`src/rtl/ghost_mode_scheduler.sv`:
```
// ghost_mode_scheduler
//
// Runs the scatter/chase schedule for one Pac-Man level. The system clock
// is divided into one-second ticks. Each tick walks a fixed table of
// alternating scatter/chase phases. Phase 7 is chase forever.
//
// Eating an energizer overlays a frightened period. The phase timer is
// saved and frozen for that period, then restored when frightened ends.
//
// Ports:
//   Clk        system clock
//   Reset      asynchronous, active-low reset (0 = reset)
//   start      one-cycle pulse, begins or restarts the level schedule
//   pause      level, freezes all timing and drops energizer pulses
//   energizer  one-cycle pulse, energizer eaten
//   mode       0 IDLE, 1 SCATTER, 2 CHASE, 3 FRIGHT
//   phase      current schedule phase 0..7
//   secs_left  seconds remaining in the current phase or frightened period
//   flashing   high in FRIGHT once secs_left <= FLASH_SEC
//   reverse    one-cycle pulse, ghosts must reverse direction
//   sec_tick   one-cycle pulse per elapsed unpaused second
module ghost_mode_scheduler #(
    parameter int CLK_HZ     = 50_000_000,
    parameter int SCATTER0   = 7,
    parameter int CHASE0     = 20,
    parameter int SCATTER1   = 7,
    parameter int CHASE1     = 20,
    parameter int SCATTER2   = 5,
    parameter int CHASE2     = 20,
    parameter int SCATTER3   = 5,
    parameter int FRIGHT_SEC = 6,
    parameter int FLASH_SEC  = 2
) (
    input  logic       Clk,
    input  logic       Reset,
    input  logic       start,
    input  logic       pause,
    input  logic       energizer,
    output logic [1:0] mode,
    output logic [2:0] phase,
    output logic [7:0] secs_left,
    output logic       flashing,
    output logic       reverse,
    output logic       sec_tick
);

    localparam int PW = (CLK_HZ > 2) ? $clog2(CLK_HZ) : 1;
    localparam logic [PW-1:0] PRESCALE_MAX = PW'(CLK_HZ - 1);

    typedef enum logic [1:0] {
        MODE_IDLE    = 2'd0,
        MODE_SCATTER = 2'd1,
        MODE_CHASE   = 2'd2,
        MODE_FRIGHT  = 2'd3
    } mode_t;

    mode_t          mode_q, mode_d;
    mode_t          saved_mode_q, saved_mode_d;
    logic [2:0]     phase_q, phase_d;
    logic [7:0]     secs_q, secs_d;
    logic [7:0]     saved_secs_q, saved_secs_d;
    logic [PW-1:0]  prescaler_q, prescaler_d;
    logic           flashing_q, flashing_d;
    logic           reverse_q, reverse_d;
    logic           sec_tick_q, sec_tick_d;

    logic           running;
    logic           tick;
    logic           accept_energizer;
    logic           phase_end;

    // Duration of each schedule phase. Phase 7 has no end, so it reports 0.
    function automatic logic [7:0] phase_duration(input logic [2:0] p);
        logic [7:0] d;
        case (p)
            3'd0:    d = 8'(SCATTER0);
            3'd1:    d = 8'(CHASE0);
            3'd2:    d = 8'(SCATTER1);
            3'd3:    d = 8'(CHASE1);
            3'd4:    d = 8'(SCATTER2);
            3'd5:    d = 8'(CHASE2);
            3'd6:    d = 8'(SCATTER3);
            default: d = 8'd0;
        endcase
        return d;
    endfunction

    // The prescaler only runs while a level is active and unpaused.
    // A start reloads the prescaler, so any tick in that same cycle is
    // swallowed and the first second is counted from the restart.
    // An energizer is only taken while the timing is live.
    // A phase ends on a tick that finds the last second of a timed
    // scatter/chase phase.
    assign running          = (mode_q != MODE_IDLE) && !pause;
    assign tick             = running && (prescaler_q == '0) && !start;
    assign accept_energizer = running && energizer && !start;
    assign phase_end        = tick && !accept_energizer
                              && (mode_q == MODE_SCATTER || mode_q == MODE_CHASE)
                              && (phase_q != 3'd7) && (secs_q == 8'd1);

    // State register: all schedule state and registered outputs.
    always_ff @(posedge Clk or negedge Reset) begin
        if (!Reset) begin
            mode_q       <= MODE_IDLE;
            saved_mode_q <= MODE_IDLE;
            phase_q      <= 3'd0;
            secs_q       <= 8'd0;
            saved_secs_q <= 8'd0;
            prescaler_q  <= '0;
            flashing_q   <= 1'b0;
            reverse_q    <= 1'b0;
            sec_tick_q   <= 1'b0;
        end else begin
            mode_q       <= mode_d;
            saved_mode_q <= saved_mode_d;
            phase_q      <= phase_d;
            secs_q       <= secs_d;
            saved_secs_q <= saved_secs_d;
            prescaler_q  <= prescaler_d;
            flashing_q   <= flashing_d;
            reverse_q    <= reverse_d;
            sec_tick_q   <= sec_tick_d;
        end
    end

    // Next-state logic. Priority is start, then energizer, then tick.
    // An energizer that lands on a tick throws the tick away. The prescaler
    // still reloads, so the second boundary stays where it was.
    always_comb begin
        mode_d       = mode_q;
        saved_mode_d = saved_mode_q;
        phase_d      = phase_q;
        secs_d       = secs_q;
        saved_secs_d = saved_secs_q;
        prescaler_d  = prescaler_q;

        if (start) begin
            mode_d       = MODE_SCATTER;
            phase_d      = 3'd0;
            secs_d       = phase_duration(3'd0);
            prescaler_d  = PRESCALE_MAX;
            saved_mode_d = MODE_IDLE;
            saved_secs_d = 8'd0;
        end else begin
            if (running) begin
                prescaler_d = (prescaler_q == '0) ? PRESCALE_MAX : prescaler_q - 1'b1;
            end

            if (accept_energizer) begin
                // Save the schedule only on the first energizer. A re-eat
                // must not overwrite the saved schedule with FRIGHT.
                if (mode_q != MODE_FRIGHT) begin
                    saved_mode_d = mode_q;
                    saved_secs_d = secs_q;
                end
                mode_d = MODE_FRIGHT;
                secs_d = 8'(FRIGHT_SEC);
            end else if (tick) begin
                if (mode_q == MODE_FRIGHT) begin
                    if (secs_q > 8'd1) begin
                        secs_d = secs_q - 8'd1;
                    end else begin
                        mode_d = saved_mode_q;
                        secs_d = saved_secs_q;
                    end
                end else if (phase_q == 3'd7) begin
                    mode_d = MODE_CHASE;
                end else if (secs_q > 8'd1) begin
                    secs_d = secs_q - 8'd1;
                end else begin
                    phase_d = phase_q + 3'd1;
                    secs_d  = phase_duration(phase_q + 3'd1);
                    mode_d  = (mode_q == MODE_SCATTER) ? MODE_CHASE : MODE_SCATTER;
                end
            end
        end
    end

    // Output logic. These values are computed ahead of the register, so
    // they change on the same edge as the event that causes them.
    always_comb begin
        flashing_d = (mode_d == MODE_FRIGHT) && (secs_d <= 8'(FLASH_SEC));
        reverse_d  = accept_energizer || phase_end;
        sec_tick_d = tick;
    end

    assign mode      = mode_q;
    assign phase     = phase_q;
    assign secs_left = secs_q;
    assign flashing  = flashing_q;
    assign reverse   = reverse_q;
    assign sec_tick  = sec_tick_q;

endmodule

```
`config.mk`:
```
export PLATFORM = sky130hd
export DESIGN_NAME = ghost_mode_scheduler
export DESIGN_NICKNAME = d
export VERILOG_FILES = /design/src/rtl/ghost_mode_scheduler.sv
export SDC_FILE = /design/constraint.sdc
export NUM_CORES = 1
export LEC_CHECK = 0
export ABC_AREA = 0
export BUFFER_PORTS_ARGS = -buffer_cell sky130_fd_sc_hd__buf_2
export CORE_MARGIN = 2
export CORE_UTILIZATION = 38
export DETAILED_ROUTE_END_ITERATION = 10
export MAX_ROUTING_LAYER = met4
export PLACE_DENSITY_LB_ADDON = 0.3
export SLEW_MARGIN = 20
export SYNTH_ARGS = -nofsm -noshare
export SYNTH_HDL_FRONTEND = slang
export SYNTH_SLANG_ARGS = --single-unit
```
`constraint.sdc`:
```
create_clock -name Clk -period 6.9 [get_ports Clk]
set_clock_uncertainty 0.05 [all_clocks]
set_input_delay 0.345 -clock Clk [delete_from_list [all_inputs] [get_ports Clk]]
set_output_delay 0.345 -clock Clk [all_outputs]
set_load 0.05 [all_outputs]
```
==> results of run 1 <==
==> layout make-up <==
| cell class | instances | area [µm²] |
|---|---|---|
| Tap cell | 99 | 123.9 |
| Timing Repair Buffer | 23 | 122.6 |
| Clock inverter | 2 | 35.03 |
| Clock buffer | 6 | 72.57 |
| Multi-Input combinational cell | 235 | 1555 |
| Fill cell | 731 | 4125 |
| Inverter | 9 | 33.78 |
| Sequential cell | 52 | 1301 |
==> sequential cells by signal, indices dropped and copies added, names as in the netlist <==
signal        count
flashing          1
mode              2
phase             3
prescaler_q      26
reverse           1
saved_mode_q      2
saved_secs_q      8
sec_tick          1
secs_left         8
==> per-layer routing <==
metal  vias up  share of wire  track usage
met5         -              0            -
met4         0          0.016      0.05224
met3         9          0.046      0.02876
met2        59           0.44       0.2525
met1      1090           0.50       0.2470
li1       1139              -            -
==> cell usage after synthesis, types with 7 or more instances <==
cell and number:
xnor2_1 10, nor2_1 37, inv_1 9, ha_1 13, clkbuf_1 7, nand2b_1 9, dfrtp_1 52, xor2_1 12
o21ai_0 10, nor4_1 7, a21oi_1 9, a22o_1 12, nor3_1 16, nand2_1 29
==> path summary, 6_finish.rpt <==
path | start | to | slack [ns] | depth (start not counted)
worst max-delay path | prescaler_q[14]$_DFFE_PN0P_ | flashing$_DFF_PN0_ | 3.56 | 6
worst max register to register | prescaler_q[14]$_DFFE_PN0P_ | flashing$_DFF_PN0_ | 3.56 | 6
min in group Clk | start | phase[1]$_DFFE_PN0P_ | 0.40 | 2
worst min register to register | saved_secs_q[1]$_DFFE_PN0P_ | saved_secs_q[1]$_DFFE_PN0P_ | 0.46 | 1
worst min-delay path | Reset | saved_secs_q[1]$_DFFE_PN0P_ | 0.08 | 2
max in group asynchronous | Reset | prescaler_q[4]$_DFFE_PN0P_ | 6.26 | 2
==> worst reg2reg max path: stages, from the launching register on <==
cell and delay [ns]:
dfrtp_1 0.43, or4_4 0.57, or4b_4 0.59, nor3_1 0.74
nand3_1 0.23, a311o_1 0.41, nor4_2 0.24
==> report_power, final <==
group,leakage (nW),internal [mW],switching [mW]
sequential,0.611,0.308,0.00338
clock,0.0552,0.108,0.101
combinational,0.627,0.0110,0.0278
==> logic make-up after synthesis <==
kind of cell / after synthesis
xor gates and xnor gates: 22
AOI/OAI and AO/OA: 58
muxes: 4
buffers and inverters: 18
adders and majority gates: 13
DFF: 52
and+or+nand+nor: 138
==> per-stage QoR <==
stage            util  power, mW
3_5_place_dp   0.4256     0.3570
4_1_cts        0.4402     0.5645
3_3_place_gp   0.4256     0.3567
6_report       0.4402     0.5588
2_1_floorplan       -     0.3409
5_1_grt        0.4402     0.5829
==> impl_results.md, run 1 <==
* Clock buffer depth at 2
* Worst slew pin tran at around 0.94 ns
* WL final at 6538 µm
* Final setup margin at ~3.6 ns
* Die area at approximately 0.0084 mm²
* Hold slack final at 0.08393 ns
* Distinct cells, synth at 53
* Final hold vios at 0
* DR WL/cell at about 15 µm
* Seq cells post-synth at between 50 and 60
* Number of placement rows at 31
* Crit end category: register
* Number of buffer and inverter stages on the critical path at 0
* Status: completed
* CP Max Fanout at 7
* Mapped Cells at slightly above 300
* Setup_tns at 0 ns
* Initial antenna violation count at 0
* Placed cell areas at around 0.0031 mm²
* Main combinational cell family by area after synthesis: simple AND/OR/NAND/NOR gates
* RSZ-0062 raised after global routing: false
* Critical Path AT at 3.51 ns
* Later-pin clock latency in the skew report at about 0.3 ns
* Die Ht at slightly above 90 µm
* Root buf cell: clkbuf_8
* Core ar. at 0.007370 mm²
* Top FF cell, synth: dfrtp_1
* Fraction of layout cells with a size suffix above 1 at 0.1315
* Initial core utilization at 0.3969
* Number of remaining DRC errors at 0
* Area contributors post-synth: dfrtp_1 (44%), ha_1 (5.6%), nor2_1 (4.7%)
* Largest stage delay, worst path at between 0.7 and 0.8 ns
* Crit-path cells: or4_4 > or4b_4 > nor3_1 > nand3_1 > a311o_1 > nor4_2
* Via count at 2,297
* GRT overflow at 0
* Ys Warns at 0
* Initial DRC count at around 150
* Synth Area in XOR/XNOR at 0.06587
* H-tree depth at 2
* Post-route insts no fill at 426
* Clock Pin Slew Worst Setup and Hold Paths at 0.09 ns
* Critical path class: register to register
* ANT cells at 0
* Detailed Routing Iterations Pass 1 at 4
* CTS tree: done
* Min cycle time layout at about 3.3 ns
* CP delay by family, top: simple AND/OR/NAND/NOR gates
* Crit start category: register
* All-layer global routing usage at 0.1727
* Max-cap violations at 0
* Yosys top cell area share at 0.4448
* IO Port Bufs at 20
* CP max-delay cell: nor3_1
* Final #Nets at around 340
* Post-Place Cells at 418
* DP Worst Slack at around 3.6 ns
* Chip Width at 91.74 µm
* Synthesized Nets at around 320
* Slew HR at 0.3684
* Peak Freq at ~0.3 GHz
* Mux contribution to synthesized area at 0.01411
* # hold bufs at CTS at 0
* TritonCTS Sinks at 52
* Netlist Area Pre-Place at slightly below 0.003 mm²
* Post-synth top area cell: dfrtp_1
* Leakage at about 1.3 nW
* Worst hold path class: input pin to asynchronous set/reset pin
* Gpl congestion at slightly below 0.9
* Slew Viols, Final at 0
* Inserted Clock Buffers at 5
* EDFF count, synth at 0
* Critical path required time at roughly 7.1 ns
* Syn_area_per_cell at between 9 and 10 µm²
* Antenna Violating Nets Remaining at 0
* Simple-gate share of the synthesized area at 0.2519
* Most frequent cells in the layout: dfrtp_1 (52), nor2_1 (37), nand2_1 (29)
* Crit share post-route at 0.4843
* Ys async rst share at 1.000
* Endpoints failing setup at 0
* Routed vias/inst at 5.392
* Power Dens Cells at between 150 and 200 mW/mm²
* Register area share after synthesis at 0.4448
* I/O pin total at 21
* First-pass GRT wire length at approximately 12,000 µm
* Compound-Gate Fraction of Synth Area at 0.1441
* Maximum VDD drop at 0.08066 mV
* Setup Fix Bufs, Post-CTS at 0
* Area Overhead vs Synth at 10.91%
* Final instance area at roughly 0.0032 mm²
* Vias in the first global route at 2,333
* DPL Wire Length at 4563 µm
* Post-CTS resize count at 0
* Most common cell after layout, fill and taps aside: dfrtp_1
* Post-synthesis adder-cell area fraction at 0.05560
* Pin count of the biggest net entering global routing at 53
Note: power is estimated with default switching activity, not from simulation.
==> run 2, diff against run 1 <==
==> constraint.sdc (replaced) <==
create_clock -name Clk -period 2.9 [get_ports Clk]
set_clock_uncertainty 0.05 [all_clocks]
set_input_delay 0.145 -clock Clk [delete_from_list [all_inputs] [get_ports Clk]]
set_output_delay 0.145 -clock Clk [all_outputs]
set_load 0.05 [all_outputs]
==> impl_results.md, run 2 (same netlist as run 1, synthesis figures left out) <==
* Status: completed
* Initial antenna violation count at 0
* Crit-path cells: or4_4 > or4b_4 > buf_6 > nor3_4 > buf_6 > nand2_4 > nor4b_4 > mux2i_1 > nor2_1
* Critical Path AT at about 3 ns
* Setup crit start: prescaler_q[16]$_DFFE_PN0P_
* Inserted Clock Buffers at 5
* Vias in the first global route at ~2,600
* Max reg flops at 26
* Reg-to-Reg End: phase[2]$_DFFE_PN0P_
* Largest stage delay, worst path at 0.55 ns
* DPL Wire Length at between 5000 and 6000 µm
* Crit share post-route at 0.9872
* Critical path class: register to register
* CP max-delay cell: or4b_4
* Top cell by count, worst path: buf_6
* Maximum VDD drop at between 0.15 and 0.2 mV
* Detailed Routing Iterations Pass 1 at 4
* RSZ-0062 raised after global routing: true
* Most frequent cells in the layout: dfrtp_1 (52), buf_4 (42), nor2_1 (37)
* Routed vias/inst at about 5.3
* Total Power at roughly 1.3 mW
* I/O pin total at 21
* Initial DRC count at around 110
* Reg2Reg Depth at 9
* Number of buffer and inverter stages on the critical path at 2
* Crit start category: register
* Slew HR at 0.3672
* Core ar. at 0.007370 mm²
* Final core occ at 0.4895
* Clock buffer depth at 2
* WL final at 7291 µm
* FILL cells at 705
* Endpoints failing setup at 0
* Final setup margin at around 0.037 ns
* Critical path required time at 3.03 ns
* Power Dens Cells at around 350 mW/mm²
* TritonCTS Sinks at 52
* Setup_tns at 0 ns
* Later-pin clock latency in the skew report at 0.31 ns
* Largest regs: prescaler_q (26), saved_secs_q (8), secs_left (8)
* Most flops, register: prescaler_q
* Crit end category: register
* Worst slew pin tran at roughly 0.95 ns
* CP delay by family, top: simple AND/OR/NAND/NOR gates
* Worst Hold End: prescaler_q[1]$_DFFE_PN0P_
* Antenna Violating Nets Remaining at 0
* CTS tree: done
* Number of remaining DRC errors at 0
* Final hold vios at 0
* Slew Viols, Final at 0
* Most common cell after layout, fill and taps aside: dfrtp_1
* Setup slack, reg-to-reg at 0.04 ns
* Area Overhead vs Synth at 23.31%
* Hold slack final at roughly 0.17 ns
* Gpl congestion at 0.9414
* Worst hold path class: input pin to register
* Fraction of layout cells with a size suffix above 1 at 0.2466
* Final #Nets at about 390
* Hold Crit Depth at 4
* Root buf cell: clkbuf_8
* Number of placement rows at 31
* GRT overflow at 0
* Chip Width at approximately 92 µm
* Worst hold start: pause
* ANT cells at 0
* First-pass GRT wire length at roughly 12,000 µm
* Initial core utilization at 0.3969
* R2R Path Start: prescaler_q[16]$_DFFE_PN0P_
* Max-cap violations at 0
* Leakage at roughly 1.5 nW
* All-layer global routing usage at 0.1872
* CP Max Fanout at 5
* Clock Pin Slew Worst Setup and Hold Paths at roughly 0.09 ns
* Via count at 2,495
* DP Worst Slack at -0.03628 ns
* H-tree depth at 2
* IO Port Bufs at 20
* Peak Freq at between 0.3 and 0.4 GHz
* Die area at between 0.008 and 0.009 mm²
* Die Ht at roughly 92 µm
* Min cycle time layout at between 2 and 3 ns
* DR WL/cell at ~16 µm
* Pin count of the biggest net entering global routing at 36
[run 2: final cells by class]
| type | instances | area [µm²] | share of cell area |
|---|---|---|---|
| timing repair buffer | 65 | 447.9 | 0.1242 |
| sequential | 52 | 1301 | 0.3607 |
| inverter | 9 | 33.78 | 0.009365 |
| multi-input combinational | 235 | 1610 | 0.4464 |
| tap | 99 | 123.9 | 0.03434 |
| clock buffer | 8 | 90.09 | 0.02497 |
[run 2: worst min-delay path, stage by stage]
cell,delay [ns]
buf_2,0.08
nor2_1,0.06
o21ai_0,0.15
nand2b_1,0.06
[run 2: worst max-delay path by stage]
stage / to / cells after the start
floorplan: flashing$_DFF_PN0_ / 7
global placement: flashing$_DFF_PN0_ / 7
detailed placement: flashing$_DFF_PN0_ / 7
CTS: phase[2]$_DFFE_PN0P_ / 9
global route: flashing$_DFF_PN0_ / 10
finish: phase[2]$_DFFE_PN0P_ / 9
[run 2: report_power, final]
part	internal (mW)	switching (mW)
Clock	0.196	0.240
Sequential	0.733	0.00595
Combinational	0.0311	0.0700
[run 2: stage by stage]
step	cell area, µm²	cells
floorplan	2937	305
global placement	3411	453
detailed placement	3411	453
CTS	3535	464
global route	3607	468
finish	3607	468
[run 2: routing by layer]
metal	track usage	routed length [µm]
met5	-	0
met4	0.05473	55
met3	0.02547	299
met2	0.2770	3313
met1	0.2693	3622
[run 2: repair_timing]
action / CTS / global route
setup endpoints to repair: 2 / 6
hold endpoints to repair: 17 / 0
gates resized for setup: 2 / 9
buffers inserted: 2 / 4
hold buffers: 1 / 0
pin swaps: 4 / 8
==> run 3, diff against run 2 <==
--- a/config.mk
+++ b/config.mk
@@ -8,10 +8,10 @@
 export ABC_AREA = 0
 export BUFFER_PORTS_ARGS = -buffer_cell sky130_fd_sc_hd__buf_2
 export CORE_MARGIN = 2
-export CORE_UTILIZATION = 38
+export CORE_UTILIZATION = 54
 export DETAILED_ROUTE_END_ITERATION = 10
 export MAX_ROUTING_LAYER = met4
-export PLACE_DENSITY_LB_ADDON = 0.3
+export PLACE_DENSITY = 0.74
 export SLEW_MARGIN = 20
 export SYNTH_ARGS = -nofsm -noshare
 export SYNTH_HDL_FRONTEND = slang
==> impl_results.md, run 3 (same netlist as run 1, synthesis figures left out) <==
* Status: finished, violations left
* Violated checks: negative setup slack
* CP Max Fanout at 4
* Critical Path AT at about 3.1 ns
* DR WL/cell at approximately 17 µm
* I/O pin total at 21
* CTS tree: done
* Most common cell after layout, fill and taps aside: dfrtp_1
* Maximum VDD drop at approximately 0.27 mV
* Final #Nets at ~380
* ANT cells at 0
* Number of placement rows at 26
* Max reg flops at 26
* Critical path required time at 3.09 ns
* First-pass GRT wire length at 12,530 µm
* Inserted Clock Buffers at 5
* Peak Freq at about 0.34 GHz
* Power Dens Cells at 425.4 mW/mm²
* Pin count of the biggest net entering global routing at 31
* Initial DRC count at 287
* Fraction of layout cells with a size suffix above 1 at 0.2411
* Worst hold path class: input pin to register
* Clock buffer depth at 2
* Critical path class: register to register
* Via count at between 2,000 and 3,000
* Crit start category: register
* GRT overflow at 0
* Min cycle time layout at 2.936 ns
* RSZ-0062 raised after global routing: true
* Largest regs: prescaler_q (26), saved_secs_q (8), secs_left (8)
* Die Ht at a little under 80 µm
* Root buf cell: clkbuf_8
* Core ar. at ~0.0052 mm²
* Slew Viols, Final at 0
* Leakage at around 1.5 nW
* Vias in the first global route at approximately 2,600
* Final setup margin at -0.03625 ns
* Clock Pin Slew Worst Setup and Hold Paths at about 0.1 ns
* Reg-to-Reg End: secs_left[7]$_DFF_PN0_
* Slew HR at 0.3425
* H-tree depth at 2
* Die area at about 0.006 mm²
* Area Overhead vs Synth at 22.71%
* Most flops, register: prescaler_q
* Most frequent cells in the layout: dfrtp_1 (52), buf_4 (40), nor2_1 (37)
* Final hold vios at 0
* Gpl congestion at between 0.9 and 1
* TritonCTS Sinks at between 50 and 60
* Antenna Violating Nets Remaining at 0
* Crit end category: register
* Worst hold start: start
* Number of remaining DRC errors at 0
* Detailed Routing Iterations Pass 1 at 5
* Initial core utilization at 0.5656
* Worst slew pin tran at 0.9826 ns
* All-layer global routing usage at 0.2665
* Max-cap violations at 0
* WL final at between 7000 and 8000 µm
* Hold Crit Depth at 2
* Crit share post-route at 1.012
* Chip Width at 77.60 µm
* Routed vias/inst at about 6.0
* DP Worst Slack at -0.04662 ns
* Later-pin clock latency in the skew report at between 0.3 and 0.4 ns
* Worst Hold End: phase[0]$_DFFE_PN0P_
* R2R Path Start: prescaler_q[14]$_DFFE_PN0P_
* Initial antenna violation count at 0
* Reg2Reg Depth at 7
* Setup_tns at -0.06191 ns
* DPL Wire Length at about 5200 µm
* Hold slack final at 0.1691 ns
* Endpoints failing setup at 2
* FILL cells at between 300 and 400
* Setup slack, reg-to-reg at -0.04 ns
* IO Port Bufs at 20
## run 3: worst max path at each step
stage | slack [ns] | startpoint | end
detailed placement | -0.05 | prescaler_q[20]$_DFFE_PN0P_ | flashing$_DFF_PN0_
floorplan | 0.02 | prescaler_q[20]$_DFFE_PN0P_ | flashing$_DFF_PN0_
CTS | -0.001 | prescaler_q[17]$_DFFE_PN0P_ | secs_left[7]$_DFF_PN0_
finish | -0.04 | prescaler_q[14]$_DFFE_PN0P_ | secs_left[7]$_DFF_PN0_
global route | -0.11 | prescaler_q[14]$_DFFE_PN0P_ | secs_left[7]$_DFF_PN0_
global placement | -0.01 | prescaler_q[20]$_DFFE_PN0P_ | flashing$_DFF_PN0_
## run 3: repair_timing
| action | 4_1_cts | 5_1_grt |
|---|---|---|
| pin swaps | 1 | 2 |
| hold endpoints to repair | 29 | 0 |
| gates resized for setup | 2 | 5 |
| setup endpoints to repair | 2 | 6 |
| setup buffers | 1 | 2 |
| hold buffers | 1 | 0 |
## run 3: routing by layer
metal | vias to the layer above | GRT usage | part of all wire
met5 | - | - | 0
met4 | 0 | 0.08929 | 0.021
met3 | 18 | 0.04884 | 0.053
met2 | 102 | 0.3931 | 0.46
met1 | 1278 | 0.3730 | 0.47
li1 | 1215 | - | -
## run 3: worst max-delay path, stage by stage, from the launching register on
cell and delay [ns]:
dfrtp_1 0.40, or4_4 0.53, or4b_4 0.55, or3_4 0.37, or3_4 0.38, or3_4 0.37
nor2b_1 0.13, nor2_1 0.08
## run 3: area by class of cell
cell class / count / area (µm²) / share of cell area
clock buffers: 5 / 68.82 / 0.01917
clock inverters: 3 / 90.09 / 0.02510
inverters: 9 / 33.78 / 0.009411
multi-input cells: 235 / 1598 / 0.4451
flip-flops and latches: 52 / 1301 / 0.3625
well taps: 70 / 87.58 / 0.02440
repair buffers: 61 / 410.4 / 0.1143
## run 3: report_power, final
part           leakage [nW]  total, mW  switching (mW)  internal, mW
Sequential            0.611      0.740         0.00628         0.733
Combinational         0.819      0.105          0.0721        0.0327
Clock                0.0784      0.683           0.251         0.431
## run 3: stage by stage
step                instances  utilization  area [µm²]  total power, mW
floorplan                 305            -        2937           0.8112
global placement          423       0.6509        3367           0.8533
detailed placement        423       0.6509        3367           0.8556
CTS                       433       0.6867        3552            1.529
global route              435       0.6940        3590            1.573
finish                    435       0.6940        3590            1.527
